## src/rtl/q_cycle_if.sv

```systemverilog
// Sequencer-to-core bundle: instruction/flag inputs to the sequencer and its per-phase enables.
// master = sequencer side, slave = core datapath side.
interface q_cycle_if;
    logic [13:0] instr_current;
    logic        skip_cond;
    logic        pcl_wr;
    logic        wake;
    logic [1:0]  q_phase;
    logic        instr_rd_en;
    logic        incr_pc_en;
    logic        pc_load_en;
    logic        pc_load_sel;
    logic        stack_push;
    logic        stack_pop;
    logic        regfile_rd_en;
    logic        alu_en;
    logic        regfile_wr_en;
    logic        w_wr_en;
    logic        status_wr_en;
    logic        nop_cycle;
    logic        sleeping;

    modport master (
        input  instr_current, skip_cond, pcl_wr, wake,
        output q_phase, instr_rd_en, incr_pc_en, pc_load_en, pc_load_sel,
               stack_push, stack_pop, regfile_rd_en, alu_en, regfile_wr_en,
               w_wr_en, status_wr_en, nop_cycle, sleeping
    );

    modport slave (
        output instr_current, skip_cond, pcl_wr, wake,
        input  q_phase, instr_rd_en, incr_pc_en, pc_load_en, pc_load_sel,
               stack_push, stack_pop, regfile_rd_en, alu_en, regfile_wr_en,
               w_wr_en, status_wr_en, nop_cycle, sleeping
    );
endinterface

```

## src/rtl/q_cycle_sequencer.sv

```systemverilog
// Four-phase (Q1..Q4) instruction-cycle sequencer and decoder for the midrange core.
//   state   | meaning
//   Q1      | PC increment slot
//   Q2      | register-file operand read
//   Q3      | ALU evaluate, skip condition sampled on exit
//   Q4      | writeback, branch/stack strobes, next-instruction fetch
//   sleep_r | frozen at Q1 until wake
module q_cycle_sequencer #(
    parameter bit SLEEP_EN = 1'b1
) (
    input logic      clk,
    input logic      rst,
    q_cycle_if.master bus
);
    typedef enum logic [1:0] {Q1 = 2'd0, Q2 = 2'd1, Q3 = 2'd2, Q4 = 2'd3} q_t;

    q_t   q;
    logic flush, hold_pc, sleep_r, skip_r;

    logic [13:0] instr;
    logic [3:0]  op;
    logic        d, exec;
    logic        is_byte, is_bit, is_goto, is_call, is_ret_any, is_sleep, no_alu;
    logic        is_lit_alu, wr_f, wr_w, wr_st, skip_hit;
    logic        instr_rd, incr, pc_load, pc_sel, push, pop, rf_rd, alu, rf_wr, w_wr, st_wr;

    assign instr = bus.instr_current;
    assign op    = instr[11:8];
    assign d     = instr[7];
    assign exec  = !flush && !sleep_r;

    always_comb begin
        is_byte    = (instr[13:12] == 2'b00);
        is_bit     = (instr[13:12] == 2'b01);
        is_goto    = (instr[13:12] == 2'b10) && instr[11];
        is_call    = (instr[13:12] == 2'b10) && !instr[11];
        is_sleep   = (instr == 14'h0063);
        is_ret_any = (instr == 14'h0008) || (instr == 14'h0009)
                     || ((instr[13:12] == 2'b11) && (op[3:2] == 2'b01));
        is_lit_alu = (instr[13:12] == 2'b11) && op[3];
        no_alu     = is_goto || is_call || (instr == 14'h0008) || (instr == 14'h0009)
                     || is_sleep || (instr == 14'h0064);
        // MOVWF and CLRF are the d=1 encodings of opcodes 0000 and 0001
        wr_f       = (is_byte && d) || (is_bit && !instr[11]);
        wr_w       = (is_byte && !d && (op != 4'b0000))
                     || ((instr[13:12] == 2'b11) && !op[3]) || is_lit_alu;
        wr_st      = (is_byte && (op != 4'b0000) && (op != 4'b1011) && (op != 4'b1110)
                      && (op != 4'b1111)) || is_lit_alu;
        skip_hit   = (is_byte && ((op == 4'b1011) || (op == 4'b1111)) && bus.skip_cond)
                     || (is_bit && (op[3:2] == 2'b10) && !bus.skip_cond)
                     || (is_bit && (op[3:2] == 2'b11) && bus.skip_cond);
    end

    always_comb begin
        instr_rd = 1'b0;
        incr     = 1'b0;
        pc_load  = 1'b0;
        pc_sel   = 1'b0;
        push     = 1'b0;
        pop      = 1'b0;
        rf_rd    = 1'b0;
        alu      = 1'b0;
        rf_wr    = 1'b0;
        w_wr     = 1'b0;
        st_wr    = 1'b0;
        case (q)
            Q1: incr  = !sleep_r && !(flush && hold_pc);
            Q2: rf_rd = exec && (is_byte || is_bit);
            Q3: alu   = exec && !no_alu;
            Q4: begin
                instr_rd = !sleep_r;
                if (exec) begin
                    rf_wr   = wr_f;
                    w_wr    = wr_w;
                    st_wr   = wr_st;
                    pc_load = is_goto || is_call || is_ret_any;
                    pc_sel  = is_ret_any;
                    push    = is_call;
                    pop     = is_ret_any;
                end
            end
            default: ;
        endcase
    end

    always_ff @(posedge clk or posedge rst) begin
        if (rst) begin
            q       <= Q1;
            flush   <= 1'b1;
            hold_pc <= 1'b1;
            sleep_r <= 1'b0;
            skip_r  <= 1'b0;
        end else if (sleep_r) begin
            if (bus.wake) sleep_r <= 1'b0;
        end else begin
            q <= q_t'(q + 2'd1);
            case (q)
                Q3: skip_r <= exec && skip_hit;
                Q4: begin
                    // a skip with a PCL write still counts as a load so the PC is held
                    flush   <= pc_load || (bus.pcl_wr && rf_wr) || skip_r;
                    hold_pc <= pc_load || (bus.pcl_wr && rf_wr);
                    skip_r  <= 1'b0;
                    if (SLEEP_EN && exec && is_sleep) sleep_r <= 1'b1;
                end
                default: ;
            endcase
        end
    end

    assign bus.q_phase       = q;
    assign bus.instr_rd_en   = instr_rd;
    assign bus.incr_pc_en    = incr;
    assign bus.pc_load_en    = pc_load;
    assign bus.pc_load_sel   = pc_sel;
    assign bus.stack_push    = push;
    assign bus.stack_pop     = pop;
    assign bus.regfile_rd_en = rf_rd;
    assign bus.alu_en        = alu;
    assign bus.regfile_wr_en = rf_wr;
    assign bus.w_wr_en       = w_wr;
    assign bus.status_wr_en  = st_wr;
    assign bus.nop_cycle     = flush && !rst;
    assign bus.sleeping      = sleep_r;
endmodule

```

## src/flat_wrapper.sv

```systemverilog
// flat-port wrapper written by rule: the top's interface ports become plain ports
module q_cycle_sequencer_flat 
#(
    parameter bit SLEEP_EN = 1'b1
)
  (clk, rst, bus_instr_current, bus_skip_cond, bus_pcl_wr, bus_wake, bus_q_phase, bus_instr_rd_en, bus_incr_pc_en, bus_pc_load_en, bus_pc_load_sel, bus_stack_push, bus_stack_pop, bus_regfile_rd_en, bus_alu_en, bus_regfile_wr_en, bus_w_wr_en, bus_status_wr_en, bus_nop_cycle, bus_sleeping);
  q_cycle_if bus_i ();
  input logic clk;
  input logic rst;
  input wire logic [$bits(bus_i.instr_current)-1:0] bus_instr_current;
  input wire logic [$bits(bus_i.skip_cond)-1:0] bus_skip_cond;
  input wire logic [$bits(bus_i.pcl_wr)-1:0] bus_pcl_wr;
  input wire logic [$bits(bus_i.wake)-1:0] bus_wake;
  output wire logic [$bits(bus_i.q_phase)-1:0] bus_q_phase;
  output wire logic [$bits(bus_i.instr_rd_en)-1:0] bus_instr_rd_en;
  output wire logic [$bits(bus_i.incr_pc_en)-1:0] bus_incr_pc_en;
  output wire logic [$bits(bus_i.pc_load_en)-1:0] bus_pc_load_en;
  output wire logic [$bits(bus_i.pc_load_sel)-1:0] bus_pc_load_sel;
  output wire logic [$bits(bus_i.stack_push)-1:0] bus_stack_push;
  output wire logic [$bits(bus_i.stack_pop)-1:0] bus_stack_pop;
  output wire logic [$bits(bus_i.regfile_rd_en)-1:0] bus_regfile_rd_en;
  output wire logic [$bits(bus_i.alu_en)-1:0] bus_alu_en;
  output wire logic [$bits(bus_i.regfile_wr_en)-1:0] bus_regfile_wr_en;
  output wire logic [$bits(bus_i.w_wr_en)-1:0] bus_w_wr_en;
  output wire logic [$bits(bus_i.status_wr_en)-1:0] bus_status_wr_en;
  output wire logic [$bits(bus_i.nop_cycle)-1:0] bus_nop_cycle;
  output wire logic [$bits(bus_i.sleeping)-1:0] bus_sleeping;
  assign bus_i.instr_current = bus_instr_current;
  assign bus_i.skip_cond = bus_skip_cond;
  assign bus_i.pcl_wr = bus_pcl_wr;
  assign bus_i.wake = bus_wake;
  assign bus_q_phase = bus_i.q_phase;
  assign bus_instr_rd_en = bus_i.instr_rd_en;
  assign bus_incr_pc_en = bus_i.incr_pc_en;
  assign bus_pc_load_en = bus_i.pc_load_en;
  assign bus_pc_load_sel = bus_i.pc_load_sel;
  assign bus_stack_push = bus_i.stack_push;
  assign bus_stack_pop = bus_i.stack_pop;
  assign bus_regfile_rd_en = bus_i.regfile_rd_en;
  assign bus_alu_en = bus_i.alu_en;
  assign bus_regfile_wr_en = bus_i.regfile_wr_en;
  assign bus_w_wr_en = bus_i.w_wr_en;
  assign bus_status_wr_en = bus_i.status_wr_en;
  assign bus_nop_cycle = bus_i.nop_cycle;
  assign bus_sleeping = bus_i.sleeping;
  q_cycle_sequencer #(.SLEEP_EN(SLEEP_EN)) u_core (.clk(clk), .rst(rst), .bus(bus_i));
endmodule
```

## config.mk

```make
export PLATFORM = sky130hd
export DESIGN_NAME = q_cycle_sequencer_flat
export DESIGN_NICKNAME = d
export VERILOG_FILES = /design/src/rtl/q_cycle_if.sv /design/src/rtl/q_cycle_sequencer.sv /design/src/flat_wrapper.sv
export SDC_FILE = /design/constraint.sdc
export NUM_CORES = 1
export LEC_CHECK = 0
export ABC_AREA = 1
export ABC_CLOCK_PERIOD_IN_PS = 1500
export BUFFER_PORTS_ARGS = -buffer_cell sky130_fd_sc_hd__buf_2
export CORE_MARGIN = 3
export CORE_UTILIZATION = 42
export CTS_CLUSTER_SIZE = 12
export DETAILED_ROUTE_END_ITERATION = 7
export PLACE_DENSITY_LB_ADDON = 0.15
export SYNTH_ARGS = -nofsm -noshare
export SYNTH_HDL_FRONTEND = slang
export SYNTH_SLANG_ARGS = --single-unit
export TNS_END_PERCENT = 20
```

## constraint.sdc

```tcl
create_clock -name clk -period 1.5 [get_ports clk]
set_input_delay 0.225 -clock clk [delete_from_list [all_inputs] [get_ports clk]]
set_output_delay 0.225 -clock clk [all_outputs]
set_load 0.02 [all_outputs]
```

# After elaboration in Yosys (flattened, before gate mapping)
# Cells that the tools add are included.
# totals
ff_bits	6
latchBits	0
ramBits	0
mem_bits_ro	0
inputBits	19
out_inout_bits	15
wordCells	106
memories	0
# op_classes
n_addsub	1
n_mul	0
n_div	0
magnitude_cmp	0
eq_ne	18
n_shift	0
mux	21
bitwise_logic	1
n_reduce_logical	60
# op_table
cell	count
14-bit by 4-bit equality test with 1-bit output, second input constant	2
14-bit by 7-bit equality test with 1-bit output, second input constant	2
1-bit logical AND	28
1-bit two-way mux	20
1-bit logical OR	18
2-bit equality test, second input constant	6
4-bit != test, second input constant	3
4-bit equality test, second input constant	2
1-bit logical NOT	8
2-bit by 1-bit equality test with 1-bit output, second input constant	3
2-bit logical NOT	2
2-bit AND reduction	2
4-bit nonzero test	1
2-bit by 1-bit adder with 2-bit output, second input constant	1
1-bit one-hot mux with 2 select lines	1
2-bit nonzero test	1
1-bit NOT	1

# Logic depth before layout (Yosys ltp)
# Gate-level depths: netlist of run 1.
# logic_depth
word_depth	10
depth_mapped	8

# Worst setup path after synthesis of run 1
# No wires, ideal clock.
# synth_timing
path_kind	reg2out
startpoint	reg u_core.q[0], in the netlist u_core.bus.q_phase[0]
endpoint	out bus_stack_push
t_arrival_ns	1.363
required_ns	1.275
setup_slack_ns	-0.088
path_stages_with_launch	6
path_buffers	0
cell_sequence	dfrtp_1 -> ha_1 -> nand2_2 -> nor2_4 -> nand2_1 -> nor2_1
# synth_between
elab_chain_len	2
# synth_rtl
item	line	rtl
start, declared	q_cycle_sequencer.sv:17	q_t q;
start signal, assigned	q_cycle_sequencer.sv:96	q <= q_t'(q + 2'd1);
2-bit equality test	q_cycle_sequencer.sv:66	case (q)
1-bit two-way mux	q_cycle_sequencer.sv:66	
end, declared	flat_wrapper.sv:19	output wire logic [$bits(bus_i.stack_push)-1:0] bus_stack_push;
# No other way between the ends.

# Worst setup path after layout of run 1
# layout_timing
startpoint	reg u_core.q[0], in the netlist u_core.bus.q_phase[0]
endpoint	out bus_alu_en
# layout_between
elab_chain_len	2
# layout_rtl
item	line	rtl
2-bit equality test	q_cycle_sequencer.sv:66	
1-bit two-way mux	q_cycle_sequencer.sv:66	
end, declared	flat_wrapper.sv:22	output wire logic [$bits(bus_i.alu_en)-1:0] bus_alu_en;
# No other way between the ends.

==> results of run 1 <==
state kept, by name (all words and copies together) (netlist names):
register	flops
u_core.bus.q_phase	2
u_core.bus.sleeping	1
u_core.flush	1
u_core.hold_pc	1
u_core.skip_r	1
layer usage:
layer  wire length (um)  part of all wire, %  global-route usage (%)  vias to the layer above
li1                   -                    -                       -                      398
met1                631                   38                   24.06                      316
met2                864                   53                   35.76                       26
met3                132                  8.0                   8.130                        2
met4                 13                 0.79                   3.614                        0
met5                  0                    0                       0                        -
repair_timing:
| item | CTS | global route |
|---|---|---|
| gates cloned | 0 | 0 |
| pin swaps | 6 | 4 |
| endpoints found under the hold margin | 4 | 0 |
| setup endpoints to repair | 9 | 11 |
| buffers inserted | 5 | 1 |
| hold buffers | 1 | 0 |
| gates resized for setup | 12 | 11 |
cells in the final DEF (no fill, tap or decap):
cell,count
a21oi_2,1
buf_2,22
buf_4,14
buf_6,5
clkbuf_1,1
clkbuf_4,3
dfrtp_1,4
dfstp_2,2
dlygate4sd3_1,1
ha_1,2
ha_2,2
inv_1,10
inv_2,7
nand2_1,17
nand2_2,5
nand3_1,8
nand3_2,1
nand4_1,4
nor2_1,16
nor2_2,2
nor2_4,3
nor3_1,2
o21a_1,1
o21ai_0,3
o21ai_1,2
o22ai_1,2
xnor2_1,1
logic make-up (layout without fill, tap and decap cells):
family | Yosys count | count (layout) | synth area share [%]
AOI/OAI and AO/OA | 9 | 9 | 8.246
xor gates and xnor gates | 1 | 1 | 1.444
adders and majority gates | 4 | 4 | 8.248
buffers and inverters | 18 | 63 | 11.75
DFF | 6 | 6 | 25.16
and+or+nand+nor | 58 | 58 | 45.15
through the flow:
step / std cells / util [%] / power [mW] / hold slack (ps) / setup slack (ps)
6_report: 156 / 71.01 / 1.105 / 151.6 / -134.3
5_1_grt: 156 / 71.01 / 1.202 / 150.7 / -233.5
4_1_cts: 155 / 67.82 / 1.067 / 155.4 / -158.5
3_5_place_dp: 145 / 60.04 / 0.8046 / 164.9 / 68.28
3_3_place_gp: 145 / 60.04 / 0.7894 / 155.1 / 131.3
2_1_floorplan: 96 / - / 0.6133 / 14.51 / -45.04
layout make-up:
type                       instances  area, um2
multi-input combinational         72      404.1
fill                             129      386.6
timing repair buffer              42      281.5
sequential                         6      152.6
inverter                          17      63.81
clock buffer                       4      26.28
tap                               15      18.77
path summary, 6_finish.rpt:
path | start | endpoint | slack, ps | cells past startpoint
worst max register to register | u_core.bus.q_phase[1] | u_core.flush | 150 | 6
max in group asynchronous | rst | u_core.hold_pc | 800 | 3
worst min register to register | u_core.bus.sleeping | u_core.bus.q_phase[0] | 510 | 1
min in group asynchronous | rst | u_core.bus.q_phase[0] | 430 | 3
worst max-delay path | u_core.bus.q_phase[0] | bus_alu_en | -130 | 7
worst min-delay path | bus_wake | u_core.bus.sleeping | 150 | 2
Yosys cell counts:
master	number	area, um2
a21oi_1	1	5.000
buf_4	1	7.510
dfrtp_1	4	100.1
dfstp_2	2	52.55
ha_1	4	50.05
inv_1	11	41.29
inv_2	6	22.52
nand2_1	18	67.56
nand2_2	4	25.02
nand3_1	9	45.04
nand4_1	4	25.02
nor2_1	18	67.56
nor2_4	3	33.78
nor3_1	2	10.01
o21a_1	1	7.510
o21ai_0	3	15.01
o21ai_1	2	10.01
o22ai_1	2	12.51
xnor2_1	1	8.760
power by group through the flow:
stage	clock network, mW	registers [mW]	logic, mW
global placement	0	0.277	0.513
finish	0.174	0.286	0.645
global route	0.191	0.299	0.712
detailed placement	0	0.281	0.523
CTS	0.175	0.281	0.611
floorplan	0	0.300	0.314
==> flow_summary.toml, run 1 <==
[setup_path]
slowest_delay_ps = 410
cp-end-kind = "output pin"
critPathSlowestCell = "dfrtp_1"
critPathTopFamily = "flip-flops"
cp_common_cell = "nor2_1"
cp-start-kind = "flop"
critPathKind = "reg -> out"
path_buf_inv = 2
cp_cell_sequence = "inv_2, ha_2, nand3_2, nor2_1, nand2_1, nor2_1, buf_4"
critPathMaxFanout = 3
cp.required_ps = 1270
worstPathArrival_ps = 1410

[synth]
ys_types = 19
synth-seq-cells = 6
synth.yosys.seq_area_share_pct = 25.15
synth.net_count = 119
ys_warn_count = 0
synthCells = 96
syn_area_um2 = 606.8
postSynthAreaPerCell_um2 = 6.321

[floorplan]
design.core.area_mm2 = 0.001334
io_pins = 34
start_util_pct = 45.50
die_w_um = 44.01
dieHeight_um = 44.01
die-area_mm2 = 0.001937
rows = 13

[place]
numPortBuffers = 33
dpl.hpwl_mm = 1.361
gp_congestion = 0.7617
placed_area_um2 = 800.8

[sta]
setup_viol = 11
slew_violations = 0
max_slew_margin_pct = 83.94
fin_crit_ps = 1634
fin_ws_ps = -134.3
rsz0062_at_grt = "true"
finalHoldViolations = 0
timing.final.crit_share_pct = 109.0
tightestPinTransition_ps = 240.7
fin_setup_tns_ps = -1031
max_clock_freq_mhz = 611.9
skew_ps = 10.42

[power]
combPwrFrac_pct = 58.3
p_sw_mw = 0.4828
clockPowerShare_pct = 15.8
p_int_mw = 0.6223
p_per_area_mw_per_mm2 = 1167
pwr-share-seq_pct = 25.9
ir_drop_mv = 0.7001
p_sw_share_pct = 43.69
power.leakage_nw = 0.5265

[drt]
drtAntennaViolNets = 0
drtIter0Drc = 10
wire_per_inst_um = 10.52
drc_errors = 0
vias = 742
vias_per_cell = 4.756
drt-pass1-iter-count = 4
routed_wl_mm = 1.641

[cts]
clk_pin_slew_ps = 60
cts.sinks = 6
cts_buffer_depth = 2
clk_latency_ps = 260
htreeDepth = 1
cts_root_buf = "clkbuf_4"
cts_buffers = 3
cts_tree = "built"

[grt]
antenna_found_initial = 0
grt_pass1_vias = 719
grt_max_degree = 9
grt_usage_pct = 20.59
grt_overflow = 0
grt_pass1_wl_mm = 2.960

[final_layout]
nets = 165
num_antenna_cells = 0
synthToLayoutAreaGrowth_pct = 56.08
stdcell_area_um2 = 947.2
drive_above_1_share_pct = 47.52

[outcome]
status = "finished, violations left"
violations = "setup timing"

[run]
maxCapViolCount = 0

[hold_path]
hp-class = "in -> reg"
Power figures use the tool's default switching activity.
==> inputs of run 2 (changes only) <==
--- a/config.mk
+++ b/config.mk
@@ -13,6 +13,7 @@
 export CTS_CLUSTER_SIZE = 12
 export DETAILED_ROUTE_END_ITERATION = 7
 export PLACE_DENSITY_LB_ADDON = 0.15
+export SKIP_CTS_REPAIR_TIMING = 1
 export SYNTH_ARGS = -nofsm -noshare
 export SYNTH_HDL_FRONTEND = slang
 export SYNTH_SLANG_ARGS = --single-unit
==> run 2 against run 1 <==
Net effect:
- the run still ends with setup timing left
- die area stayed put
- worst setup slack worse by 15 ps
- critical path depth is 1 lower
- highest routed layer unchanged
- utilization is 0.56 points higher
- combinational power is 7.1% higher
- clock skew hardly changed
- critical endpoint is now bus_regfile_wr_en
==> flow_summary.toml, run 2 (synthesis gave the netlist of run 1 again) <==
[floorplan]
rows = 13
die_w_um = 44.01
dieHeight_um = 44.01
io_pins = 34
start_util_pct = 45.50
design.core.area_mm2 = 0.001334
die-area_mm2 = 0.001937

[drt]
wire_per_inst_um = 10.78
wl_met2_um = 823
highest_layer = "met4"
drtAntennaViolNets = 0
drt-pass1-iter-count = 5
wl_met3_um = 140
vias = 754
drc_errors = 0
vias_per_cell = 4.803
drt-met1-wl_um = 681
drtIter0Drc = 10
routed_wl_mm = 1.692

[cts]
cts_tree = "built"
cts_buffer_depth = 2
htreeDepth = 1
cts_buffers = 3
clk_latency_ps = 260
cts_root_buf = "clkbuf_4"
cts.sinks = 6
clk_pin_slew_ps = 50

[sta]
slew_violations = 0
skew_ps = 9.930
timing.final.crit_share_pct = 109.9
tightestPinTransition_ps = 241.4
holdWs_ps = 157.0
rsz0062_at_grt = "true"
max_clock_freq_mhz = 606.5
setup_viol = 11
max_slew_margin_pct = 83.89
finalHoldViolations = 0
fin_crit_ps = 1649
fin_setup_tns_ps = -1317
fin_ws_ps = -148.8

[final_layout]
synthToLayoutAreaGrowth_pct = 57.32
post-route-util_pct = 71.58
num_antenna_cells = 0
final_common_cell = "buf_2"
layout_common_cells = "buf_2, nand2_1, nor2_1"
layoutNonFillerInstCount = 157
stdcell_area_um2 = 954.7
nets = 166
largest_register_ffs = 2
drive_above_1_share_pct = 48.59
n_fill_cell = 121

[grt]
grt_usage_pct = 19.66
grt_pass1_wl_mm = 2.829
grt_pass1_vias = 663
antenna_found_initial = 0
grt_max_degree = 9
grt_overflow = 0

[place]
gp_congestion = 0.7617
pre_cts_slack_ps = 68.28
dpl.hpwl_mm = 1.361
dp.cells = 145
numPortBuffers = 33
placed_area_um2 = 800.8

[outcome]
violations = "setup timing"
status = "finished, violations left"

[setup_path]
cp-start-kind = "flop"
worstPathArrival_ps = 1420
critPathKind = "reg -> out"
cp.required_ps = 1270
critPathMaxFanout = 4
cp-end-kind = "output pin"

[power]
ir_drop_mv = 0.7255
design_power_total_mw = 1.146
power.leakage_nw = 0.5295
p_per_area_mw_per_mm2 = 1200

[run]
maxCapViolCount = 0

[hold_path]
hp-class = "in -> reg"
-- run 2: power breakdown --
part           internal (mW)  leakage [nW]  switching [mW]  total, mW
Combinational          0.316         0.442           0.375      0.691
Clock                  0.101        0.0150          0.0693      0.171
Sequential             0.231        0.0721          0.0531      0.284
Total                  0.649         0.529           0.497       1.15
-- run 2: area by class of cell --
cell class	instances	area [um2]	area share, %
multi-input cells	72	404.1	42.33
repair buffers	43	289.0	30.28
flip-flops and latches	6	152.6	15.99
inverters	17	63.81	6.684
clock buffers	4	26.28	2.752
well taps	15	18.77	1.966
-- run 2: path summary, 6_finish.rpt --
kind                                       startpoint               endpoint  slack (ps)  cells after the start
worst max register to register  u_core.bus.q_phase[1]           u_core.flush          70                      6
worst max-delay path            u_core.bus.q_phase[1]      bus_regfile_wr_en        -150                      6
worst min register to register    u_core.bus.sleeping  u_core.bus.q_phase[0]         510                      1
min in group asynchronous                         rst  u_core.bus.q_phase[0]         440                      3
max in group asynchronous                         rst         u_core.hold_pc         790                      3
worst min-delay path                         bus_wake    u_core.bus.sleeping         160                      2
-- run 2: worst max-delay path: stages, from the launching register on --
cell	delay, ps
dfrtp_1	390
ha_2	210
nand2_2	80
nor2_4	170
inv_2	80
nor2_1	90
buf_4	140
-- run 2: layer usage --
metal  GRT usage (%)  vias up
li1                -      398
met1           24.31      319
met2           32.27       31
met3           8.130        6
met4           3.614        0
met5               0        -
